===== src/rtl/forward_scoreboard.sv =====
// forward_scoreboard: tracks in-flight register writes over DEPTH stages, registers youngest-producer
// operand selects for EX and raises a combinational load-use stall. Option macro: ZERO_REG_HARDWIRE_EN.
module forward_scoreboard #(
  parameter  int REG_W      = 2,
  parameter  int DEPTH      = 2,
  parameter  int LOAD_STAGE = 2,
  localparam int SEL_W      = $clog2(DEPTH + 1)
) (
  input  logic             clk,
  input  logic             reset_n,
  input  logic             id_valid,
  input  logic [REG_W-1:0] id_rs,
  input  logic [REG_W-1:0] id_rt,
  input  logic             id_use_rs,
  input  logic             id_use_rt,
  input  logic [REG_W-1:0] id_dest,
  input  logic             id_regwrite,
  input  logic             id_memread,
  input  logic             flush,
  output logic             stall,
  output logic             ex_valid,
  output logic [SEL_W-1:0] ex_sel_a,
  output logic [SEL_W-1:0] ex_sel_b
);

  typedef struct packed {
    logic             valid;
    logic [REG_W-1:0] dest;
    logic             regwrite;
    logic             memread;
  } entry_t;

  entry_t           p_q [DEPTH];
  logic             hit_a, hit_b, load_hit, accept;
  logic [SEL_W-1:0] sel_a_d, sel_b_d;
  logic             ex_valid_q;
  logic [SEL_W-1:0] ex_sel_a_q, ex_sel_b_q;

  // True when entry e will write register r (and so can supply it).
  function automatic logic writes(entry_t e, logic [REG_W-1:0] r);
`ifdef ZERO_REG_HARDWIRE_EN
    return e.valid && e.regwrite && (e.dest == r) && (e.dest != '0);
`else
    return e.valid && e.regwrite && (e.dest == r);
`endif
  endfunction

  // Walk oldest to youngest so the youngest matching producer overwrites the select last.
  always_comb begin
    // NOTE: every always_comb output gets a default first; a path that skips an assignment infers a latch.
    sel_a_d  = '0;
    sel_b_d  = '0;
    load_hit = 1'b0;
    hit_a    = 1'b0;
    hit_b    = 1'b0;
    for (int j = DEPTH - 1; j >= 0; j--) begin
      hit_a = id_use_rs && writes(p_q[j], id_rs);
      hit_b = id_use_rt && writes(p_q[j], id_rt);
      if (hit_a) sel_a_d = SEL_W'(j + 1);
      if (hit_b) sel_b_d = SEL_W'(j + 1);
      // Load data is not yet available in stages younger than LOAD_STAGE.
      if ((j <= LOAD_STAGE - 2) && p_q[j].memread && (hit_a || hit_b)) load_hit = 1'b1;
    end
  end

  assign stall  = !flush && id_valid && load_hit;
  assign accept = id_valid && !stall && !flush;

  // The pipe shifts every cycle; a stall or flush only injects a bubble at the head.
  always_ff @(posedge clk or negedge reset_n) begin
    if (!reset_n) begin
      // NOTE: the scoreboard is a handful of flops, not a RAM, so it is cleared on reset; stale valid bits would fake hazards.
      for (int i = 0; i < DEPTH; i++) p_q[i] <= '0;
      ex_valid_q <= 1'b0;
      ex_sel_a_q <= '0;
      ex_sel_b_q <= '0;
    end else begin
      // NOTE: non-blocking assignments let every stage read its neighbour's pre-edge value, so the shift order is irrelevant.
      for (int i = DEPTH - 1; i >= 1; i--) p_q[i] <= p_q[i-1];
      if (accept) begin
        p_q[0].valid    <= 1'b1;
        p_q[0].dest     <= id_dest;
        p_q[0].regwrite <= id_regwrite;
        p_q[0].memread  <= id_memread;
        ex_sel_a_q      <= sel_a_d;
        ex_sel_b_q      <= sel_b_d;
      end else begin
        p_q[0]     <= '0;
        ex_sel_a_q <= '0;
        ex_sel_b_q <= '0;
      end
      ex_valid_q <= accept;
    end
  end

  assign ex_valid = ex_valid_q;
  assign ex_sel_a = ex_sel_a_q;
  assign ex_sel_b = ex_sel_b_q;

endmodule


===== config.mk =====
export PLATFORM = sky130hd
export DESIGN_NAME = forward_scoreboard
export DESIGN_NICKNAME = d
export VERILOG_FILES = /design/src/rtl/forward_scoreboard.sv
export SDC_FILE = /design/constraint.sdc
export NUM_CORES = 1
export LEC_CHECK = 0
export BUFFER_PORTS_ARGS = -buffer_cell sky130_fd_sc_hd__buf_2
export CAP_MARGIN = 15
export CORE_MARGIN = 2
export CORE_UTILIZATION = 35
export DETAILED_ROUTE_END_ITERATION = 8
export PLACE_DENSITY = 0.58
export SLEW_MARGIN = 40
export SYNTH_ARGS = -nofsm -noshare
export SYNTH_HDL_FRONTEND = slang
export SYNTH_SLANG_ARGS = --single-unit

===== constraint.sdc =====
create_clock -name clk -period 4.5 [get_ports clk]
set_clock_uncertainty 0.1 [all_clocks]
set_input_delay 0.225 -clock clk [delete_from_list [all_inputs] [get_ports clk]]
set_output_delay 0.225 -clock clk [all_outputs]
set_load 0.1 [all_outputs]

* After elaboration in Yosys (flattened, before gate mapping)
Index checks and enable logic that the tools add are counted.
W data, S select, Z words.
** Storage, ports and cells
- Input bits :: 14
- Bits in registers :: 14
- Logic and storage cells :: 40
- Output and inout port bits :: 6
** Cells by class
- Equality and inequality tests :: 4
- Mux-type cells :: 8
- Reduce and logical (&&, ||, !) cells :: 18
** Operators by type and width (number)
- $logic_and A1 B1 Y1 :: 15
- $mux W2 :: 6
- $eq A2 B2 Y1 :: 4
- $mux W5 :: 1
- $logic_not A1 Y1 :: 2
- $logic_or A1 B1 Y1 :: 1
- $mux W1 :: 1

* Logic depth before layout (Yosys ltp)
Gate-level depths: netlist of the first run.
- Depth after elaboration :: 11
- Gate-level depth with buffers :: 4
- Depth with buffers taken out :: 4

* Worst setup path after synthesis of the first run
No wires, ideal clock.
- Path kind :: reg-to-output
- Start point :: register ex_valid (netlist name)
- End point :: output port stall
- Setup slack :: 1.706 ns
- Arrival time :: 2.469 ns
- Path buffers :: 0
- Cell stages (with the launch flop) :: 4
- Required time :: 4.175 ns
- Cell sequence :: dfrtp_1 -> nand3_1 -> nor4b_1 -> o211a_1
** RTL lines
- to (decl) :: line 20 : output logic stall,

* Final worst setup path of the first run
- Start point :: register p_q[7] (netlist name)
- End point :: output port stall
** Between the ends
- Longest elaborated chain between the ends :: 7
- Elaborated cells between the ends (all ways) :: 10
- Classes of those cells :: eq/ne: 2; mux: 1; reduce/logical: 7
** RTL lines
- from (decl) :: line 33 : entry_t p_q [DEPTH];
- $eq A2 B2 Y1 :: line 44 : return e.valid && e.regwrite && (e.dest == r);
- $logic_and A1 B1 Y1 :: line 44
- $logic_and A1 B1 Y1, on equally long branches :: line 57, 58
- $logic_or A1 B1 Y1 * :: line 62 : if ((j <= LOAD_STAGE - 2) && p_q[j].memread && (hit_a || hit_b)) load_hit = 1'b1;
- $logic_and A1 B1 Y1 * :: line 62
- $mux W1 * :: line 62
- $logic_and A1 B1 Y1 * :: line 66 : assign stall = !flush && id_valid && load_hit;
Mark *: on every way between the ends. The rest lies on a longest branch, timed or not.

==> run summary, run 1 <==
Synth Net Count: 60
Mean post-synth cell area: 12.5 um^2
Worst endpoint required time: 4180 ps
Clock Tree Buf Depth: 2
CTS Sinks: 13
# hold bufs at CTS: 1
WL per Instance: 11.0 um
Worst-path clk slew: 80 ps
HP Class: input port to flip-flop
Setup Buffers After CTS: 0
Synth top area cells: dfrtp_1 (56%), xor2_1 (7.6%), and2_2 (5.2%), nor4b_1 (4.6%), nor4b_4 (4.1%)
CP Data Arrival Time: 2180 ps
Overflow after GRT: 0
Crit Path Class: flip-flop to output port
P&R area growth vs syn: 26.5%
Vias in the first global route: 380
Critical path fanouts, max: 6
Syn Std Cell Area: 577 um^2
Num CTS Buffers: 3
Yosys warnings: 0
Power density cells: 297 mW/mm^2
ANT nets after route: 0
I/O pin total: 20
Slew HR: 57.4%
Iteration-0 DRC Markers: 1
First-pass GRT wire length: 1590 um
Period utilization: 55.6%
Post-synth top area cell: dfrtp_1
Crit path launch type: flip-flop
Count leader, synth: dfrtp_1
Final Hold Viols: 0
Post-synth top area share: 56.4%
1st-pass router iterations: 2
Die Ht: 44.6 um
Fmax: 0.400 GHz
Yosys cell types: 20
CTS root buf: clkbuf_4
Vias per std cell: 4.74
Minimum clock period: 2500 ps
Most common flop cell mapped by yosys: dfrtp_1
IO buf count: 19
Final instance area: 729 um^2
Final Power: 0.216 mW
GRT Util Overall: 11.6%
Post-synth EDFFs: 0
Final Setup Violations: 0
Die X: 44.6 um
Post_cts resized: 0
Run status: completed
Pleak: 0.397 nW
Core ar.: 0.00152 mm^2
Largest net degree at the start of global routing: 14
Row count: 14
Top post-synthesis cells by count: dfrtp_1 (13), xor2_1 (5), and2_2 (4)
Yosys reg bits: 13
Syn Inst Count: 46
Initial antenna violation count: 0
WL final: 947 um
Die area: 0.00199 mm^2
Initial Utilization: 37.8%
Unrepaired setup endpoints after global routing: no
Placer congestion estimate: 0.698
N_diodes: 0
Layout net count: 85
Worst slew pin tran: 631 ps
Crit. End Element: output port
Placed Area: 692 um^2
Ys async rst share: 100%
Sequential element share of the synthesized area: 56.4%
VDD IR-drop max: 0.246 mV
Skew-Pair Late Insertion Delay: 270 ps
Drt drc: 0
Layout cells sized above 1: 42.9%
CTS tree: yes
Setup_tns: 0 ps
Vias post-DR: 408
Max Slew Vio Count: 0
CTS H-tree lvls: 1
Max-cap viol count: 0
-- state kept, by name, indices dropped and copies added, names as in the netlist --
name      cells
ex_sel_b      2
ex_valid      1
p_q           8
ex_sel_a      2
-- worst max-delay path, stage by stage, from the launching register on --
cell and delay (ps):
dfrtp_1 450, xor2_1 190, nor4b_1 590, o211a_1 250, buf_2 420
-- metrics by stage --
stage          util (%)  instances  setup WS [ps]  hold WS [ps]
3_3_place_gp       45.4         81           2290          23.7
4_1_cts            47.9         86           1970          56.2
6_report           47.9         86           2000          65.5
3_5_place_dp       45.4         81           2290          24.9
5_1_grt            47.9         86           1880          39.4
2_1_floorplan         -         46           1710          -171
-- power by group --
group	total (mW)	internal [mW]	switching (mW)
sequential	0.123	0.120	0.00280
combinational	0.0247	0.0108	0.0139
clock	0.0688	0.0329	0.0359
-- cell usage in the layout (no fill, tap or decap), drive strengths merged --
master	n
o2111a	1
clkbuf	3
nand2	1
buf	19
a21oi	1
clkinv	1
and2	6
o311ai	1
o211a	1
dlygate4sd3	1
o31ai	1
xor2	5
nor4b	4
nor2	2
and3	1
dfrtp	13
nor3	1
and3b	1
nand3	3
inv	2
a211oi	1
xnor2	1
-- metal layers --
metal  track usage (%)  part of all wire, %  vias up
li1                  -                    -      213
met1              13.0                   44      182
met5                 0                    0        -
met2              18.6                   49       13
met3              7.76                  6.5        0
met4              1.82                    0        0
-- cells by family (layout without fill, tap and decap cells) --
kind of cell           after synthesis  in the layout  synth area share (%)
XOR/XNOR                             6              6                  9.11
AND/OR/NAND/NOR                     19             19                  24.5
flip-flops                          13             13                  56.4
buffers and inverters                2             26                  1.30
AO/OA/AOI/OAI                        6              6                  8.68
-- layout make-up --
class	instances	area, um^2
Tap cell	16	20.0
Sequential cell	13	325
Clock buffer	3	22.5
Clock inverter	1	5.00
Fill cell	135	795
Timing Repair Buffer	20	105
Inverter	2	7.51
Multi-Input combinational cell	31	244
-- final timing paths --
kind | from | endpoint | slack, ps | cells after the start
max reg2reg | p_q[7] | ex_sel_a[0] | 2650 | 4
max | p_q[7] | stall | 2000 | 4
min | id_regwrite | p_q[6] | 70 | 2
max in group asynchronous | reset_n | ex_sel_a[0] | 3820 | 2
min in group asynchronous | reset_n | p_q[1] | 260 | 2
min reg2reg | p_q[6] | p_q[1] | 310 | 0
No activity file was read; power rests on OpenSTA's default activity.
==> inputs of run 2 (changes only) <==
Settings changed: ABC_AREA set to 1.
Clock period 4.5 ns to 2.5 ns, I/O delays scaled along.
==> run 2 against run 1 <==
Synthesized cell count increased by 41%. Critical path depth increased by 2. Synthesized area fell by 0.22%. Combinational power is 100% higher. Clock power rose by 83%. Via count up 13%. Worst hold slack got worse by 11 ps. Critical path type unchanged. Highest routed layer unchanged.
==> run summary, run 2 <==
Run status: completed
N_diodes: 0 (unchanged)
P&R area growth vs syn: 33.9%
Post-synth top area cell: dfrtp_1
Sequential element share of the synthesized area: 56.5% (+0.12 points)
CTS Sinks: 13 (unchanged)
Period utilization: 74.7%
Switching Fraction: 25.1% (+0.79 points)
ANT nets after route: 0 (unchanged)
I/O pin total: 20 (unchanged)
IO buf count: 19 (unchanged)
Yosys cell types: 14 (-30%)
Worst setup margin: 633 ps (-1370 ps)
Setup_tns: 0 ps (unchanged)
Vias post-DR: 463 (+13%)
Minimum clock period: 1870 ps
Layout fillers: 152 (+13%)
CP Data Arrival Time: 1640 ps (-540 ps)
Count leader, synth: inv_1
WL per Instance: 9.17 um (-17%)
Placed insts: 100 (+23%)
Syn Std Cell Area: 576 um^2 (-0.22%)
Hpwl dp: 767 um
Clock Power Share: 31.7% (about the same)
Vias per std cell: 4.25 (-10%)
Most common flop cell mapped by yosys: dfrtp_1
Synth top area cells: dfrtp_1 (57%), inv_1 (10%), nor2_1 (7.8%), nand2_1 (5.9%), xnor2_1 (4.6%)
Max reg flops: 8 (unchanged)
Die area: 0.00198 mm^2 (-0.20%)
Sequential power share: 55.5% (-1.3 points)
Biggest register: p_q
Commonest cells after routing, fill and taps aside: buf_2 (19), inv_1 (16), dfrtp_1 (13)
Largest net degree at the start of global routing: 14 (unchanged)
Worst-path clk slew: 80 ps (about the same)
HP Class: input port to flip-flop
Die Ht: 44.6 um (-0.10%)
Post_cts resized: 0 (unchanged)
Slowest CP cell: buf_2
Final Hold Viols: 0 (unchanged)
Crit. End Element: output port
Core ar.: 0.00152 mm^2 (unchanged)
Fmax: 0.535 GHz
CTS H-tree lvls: 1 (unchanged)
Combinational share of power: 12.7% (+1.3 points)
GRT Util Overall: 12.6% (+1.0 points)
Top post-synthesis cells by count: inv_1 (16), dfrtp_1 (13), nor2_1 (12)
WL final: 1000 um (+5.6%)
Initial Utilization: 37.8% (-0.082 points)
Commonest non-fill, non-tap cell in the layout: buf_2
Critical path fanouts, max: 4 (-2)
Fin cells: 109 (+27%)
Layout cells sized above 1: 30.1% (-13 points)
Yosys reg bits: 13 (unchanged)
Drt drc: 0 (unchanged)
Layout net count: 108 (+27%)
Post-synth EDFFs: 0 (unchanged)
CTS root buf: clkbuf_4
First-pass GRT wire length: 1730 um (+8.3%)
1st-pass router iterations: 4 (+2)
Ys async rst share: 100% (unchanged)
Multi-input logic area: 193 um^2 (-21%)
P_sw: 0.0995 mW (+89%)
Initial antenna violation count: 0 (unchanged)
Register area: 325 um^2 (unchanged)
Power density cells: 514 mW/mm^2 (+73%)
Clock Tree Buf Depth: 2 (unchanged)
Crit Path Class: flip-flop to output port
Worst slew pin tran: 486 ps (-145 ps)
VDD IR-drop max: 0.450 mV (+83%)
Crit path launch type: flip-flop
Worst endpoint required time: 2280 ps (-1900 ps)
Yosys warnings: 0 (unchanged)
Skew-Pair Late Insertion Delay: 270 ps (about the same)
Cell Chain, Critical Path: a21oi_1 -> nand3_2 -> nand2_1 -> nand2_2 -> nor2_2 -> buf_2
CP max stage delay: 420 ps (-170 ps)
Worst hold margin: 54.7 ps (-10.8 ps)
Final Setup Violations: 0 (unchanged)
Internal Power: 0.297 mW (+81%)
Mean post-synth cell area: 8.85 um^2 (-29%)
CTS tree: yes
Max Slew Vio Count: 0 (unchanged)
Post-synth top area share: 56.5% (+0.12 points)
Unrepaired setup endpoints after global routing: no
Syn Inst Count: 65 (+41%)
Row count: 14 (unchanged)
Num CTS Buffers: 3 (unchanged)
Slew HR: 67.8% (+10 points)
DP Worst Slack: 915 ps (-1370 ps)
Max-cap viol count: 0 (unchanged)
Die X: 44.6 um (-0.10%)
Iteration-0 DRC Markers: 7 (+6)
Vias in the first global route: 425 (+12%)
Overflow after GRT: 0 (unchanged)
Placer congestion estimate: 0.759 (+8.8%)
Synth Net Count: 79 (+32%)
Pleak: 0.446 nW (+12%)
run 2: cell count changes in the layout (fill, tap and decap cells not counted), sizes merged, moves of 2 or more:
cell         change
inv             +14
nand2           +10
nor2            +10
and2             -6
dlygate4sd3      +4
nor4b            -4
xor2             -4
a21oi            +2
xnor2            +2
run 2: kinds of logic after synthesis:
| group | share of synthesized area (%) |
|---|---|
| compound gates | 2.61 |
| simple gates | 24.3 |
| buf+inv | 10.4 |
| flops | 56.5 |
| xor+xnor | 6.09 |
run 2: layout make-up:
type | instances | share of cell area [%]
clock buffer | 3 | 2.92
clock inverter | 1 | 0.649
inverter | 16 | 7.79
multi-input combinational | 36 | 25.0
sequential | 13 | 42.2
tap | 16 | 2.60
timing repair buffer | 24 | 18.8
run 2: path summary, 6_finish.rpt:
kind / from / endpoint / slack [ps] / cells past startpoint
min: flush / ex_sel_b[0] / 50 / 4
min reg2reg: p_q[6] / p_q[1] / 290 / 0
max in group asynchronous: reset_n / ex_sel_b[0] / 1920 / 2
max: p_q[8] / stall / 630 / 6
min in group asynchronous: reset_n / p_q[7] / 150 / 2
max reg2reg: p_q[8] / ex_sel_a[1] / 1260 / 6
run 2: stage by stage:
step | utilization [%] | power (mW) | area [um^2]
detailed placement | 45.5 | 0.270 | 693
global placement | 45.5 | 0.269 | 693
CTS | 50.6 | 0.405 | 771
floorplan | - | 0.249 | 578
global route | 50.6 | 0.419 | 771
finish | 50.6 | 0.396 | 771
run 2: metal layers:
metal	part of all wire, %	GRT usage (%)	vias up
met5	0	0	-
met4	0	3.64	0
met3	7.3	7.35	0
met2	50	20.9	15
met1	43	13.6	202
li1	-	-	246
run 2: power groups by stage:
| stage | Combinational (mW) | Sequential [mW] | Clock (mW) |
|---|---|---|---|
| finish | 0.0505 | 0.220 | 0.126 |
| detailed placement | 0.0454 | 0.224 | 0 |
| global placement | 0.0446 | 0.224 | 0 |
| CTS | 0.0514 | 0.220 | 0.134 |
| floorplan | 0.0188 | 0.230 | 0 |
| global route | 0.0568 | 0.221 | 0.141 |
run 2: what timing repair did:
| action | 4_1_cts | 5_1_grt |
|---|---|---|
| hold buffers | 5 | 0 |
| hold endpoints to repair | 17 | 0 |
| buffers inserted | 0 | 0 |
run 2: critical path: cells and delay by family, from the launching register on:
family          cells  cell delay, ps
compound gates      1             180
flops               1             410
buf+inv             1             420
simple gates        4             350
==> inputs of run 3 (changes only) <==
Settings changed: PLACE_DENSITY 0.58 to 0.61.
Clock period 2.5 ns to 1.65 ns, I/O delays scaled along.
==> run 3 against run 2 <==
Critical path type unchanged. Setup slack got worse by 620 ps. Sequential cell count is the same. Non-clock buffer count up 1. Global-route usage is 2.8 points higher. Largest power group unchanged. Cell count grew 0.92%. Via count increased by 4.8%.
==> run summary, run 3 (synthesized netlist as in run 2, its figures left out) <==
CTS H-tree lvls: 1 (unchanged)
Final Power: 0.614 mW (+55%)
Row count: 14 (unchanged)
Placer congestion estimate: 0.696 (-8.3%)
N_diodes: 0 (unchanged)
Slew HR: 67.7% (-0.079 points)
Worst reg-to-reg path cell count: 8 (+2)
Commonest cells after routing, fill and taps aside: buf_2 (18), inv_1 (15), dfrtp_1 (12)
Vias per std cell: 4.41 (+3.8%)
Worst endpoint required time: 1470 ps (-810 ps)
Die Ht: 44.6 um (unchanged)
Critical path fanouts, max: 4 (unchanged)
Max-cap viol count: 0 (unchanged)
GRT Util Overall: 15.4% (+2.8 points)
Hpwl dp: 879 um (+14%)
Unrepaired setup endpoints after global routing: yes
Worst setup margin: 7.70 ps (-625 ps)
Crit. End Element: output port
Max reg flops: 8 (unchanged)
Layout fillers: 140 (-7.9%)
Die area: 0.00198 mm^2 (unchanged)
1st-pass router iterations: 4 (unchanged)
Initial Utilization: 37.8% (unchanged)
Skew-Pair Late Insertion Delay: 270 ps (about the same)
Period utilization: 99.5%
HP Class: input port to flip-flop
P&R area growth vs syn: 44.3%
CTS tree: yes
First-pass GRT wire length: 2060 um (+19%)
Fin cells: 110 (+0.92%)
Max Slew Vio Count: 0 (unchanged)
Drt drc: 0 (unchanged)
Pleak: 0.472 nW (+5.9%)
Placed insts: 100 (unchanged)
Iteration-0 DRC Markers: 5 (-2)
Initial antenna violation count: 0 (unchanged)
I/O pin total: 20 (unchanged)
CP Data Arrival Time: 1460 ps (-180 ps)
Largest net degree at the start of global routing: 14 (unchanged)
WL final: 1250 um (+25%)
Layout net count: 109 (+0.93%)
Worst R2R Start: p_q[8]
ANT nets after route: 0 (unchanged)
R2R Setup Slk: 390 ps (-870 ps)
WL per Instance: 11.3 um (+23%)
Vias in the first global route: 476 (+12%)
HP Start: flush
Final Setup Violations: 0 (unchanged)
CTS root buf: clkbuf_4
Clock Tree Buf Depth: 2 (unchanged)
Commonest non-fill, non-tap cell in the layout: buf_2
Worst-path clk slew: 70 ps (about the same)
Run status: completed
Crit path launch type: flip-flop
Core ar.: 0.00152 mm^2 (unchanged)
Worst slew pin tran: 487 ps (+1.19 ps)
Power density cells: 740 mW/mm^2 (+44%)
Biggest register: p_q
IO buf count: 19 (unchanged)
Vias post-DR: 485 (+4.8%)
FF-to-FF End: p_q[7]
Die X: 44.6 um (unchanged)
Crit Path Class: flip-flop to output port
Minimum clock period: 1640 ps
Hold endpoint: ex_sel_b[0]
CTS Sinks: 13 (unchanged)
Layout cells sized above 1: 39.4% (+9.3 points)
Fmax: 0.609 GHz
Final Hold Viols: 0 (unchanged)
Worst hold path depth: 4 (unchanged)
Utilization after layout: 54.5% (+3.9 points)
Overflow after GRT: 0 (unchanged)
DP Worst Slack: 286 ps (-629 ps)
Num CTS Buffers: 3 (unchanged)
VDD IR-drop max: 0.338 mV (-25%)
-- run 3: cell types whose count changed in the layout (fill, tap and decap cells not counted), moves of 2 or more --
cell     delta
nand2_1     -4
a21oi_1     -2
a21oi_2     +2
nand2_2     +2
nand2_4     +2
-- run 3: per-layer routing --
| layer | up-vias | global-route usage, % | part of all wire, % |
|---|---|---|---|
| li1 | 248 | - | - |
| met1 | 226 | 18.6 | 45 |
| met2 | 9 | 22.3 | 50 |
| met3 | 2 | 5.71 | 4.1 |
| met4 | 0 | 10.9 | 1.4 |
| met5 | - | 0 | 0 |
-- run 3: power breakdown --
part	total, mW	switching, mW	internal (mW)
clock network	0.196	0.102	0.0936
registers	0.336	0.00829	0.328
logic	0.0822	0.0478	0.0344
total	0.614	0.158	0.456
-- run 3: layout make-up --
type / instances / area, um^2 / area share (%)
clock buffers: 4 / 26.3 / 3.16
multi-input cells: 36 / 228 / 27.4
well taps: 16 / 20.0 / 2.41
inverters: 16 / 60.1 / 7.23
flip-flops and latches: 13 / 329 / 39.6
repair buffers: 25 / 168 / 20.2
-- run 3: worst max-delay path by stage --
stage / from / endpoint / slack, ps / cells after the start
3_3_place_gp: p_q[8] / stall / 300 / 8
6_report: p_q[8] / stall / 8 / 8
3_5_place_dp: p_q[8] / stall / 290 / 6
2_1_floorplan: ex_valid / stall / -70 / 6
4_1_cts: p_q[8] / stall / 1 / 8
5_1_grt: p_q[8] / stall / -100 / 8
-- run 3: metrics by stage --
stage          hold slack (ps)  area [um^2]  setup TNS [ps]
6_report                  12.9          831               0
5_1_grt                   1.14          831            -101
4_1_cts                   2.45          818               0
3_5_place_dp              -115          731               0
3_3_place_gp              -118          731               0
2_1_floorplan             -313          601           -74.1
-- run 3: critical path, stage by stage (launching register included) --
cell,delay [ps]
dfrtp_1,430
inv_2,90
nand2_2,50
nand2_2,70
nand3_2,90
nand2_2,90
nand2_4,60
nor2_4,120
buf_12,180
-- run 3: what timing repair did --
action | in CTS | in global routing
setup buffers | 1 | 0
endpoints found under the setup margin | 1 | 1
hold buffers | 5 | 0
resized for setup | 2 | 4
endpoints found under the hold margin | 17 | 0
pin swaps | 3 | 5
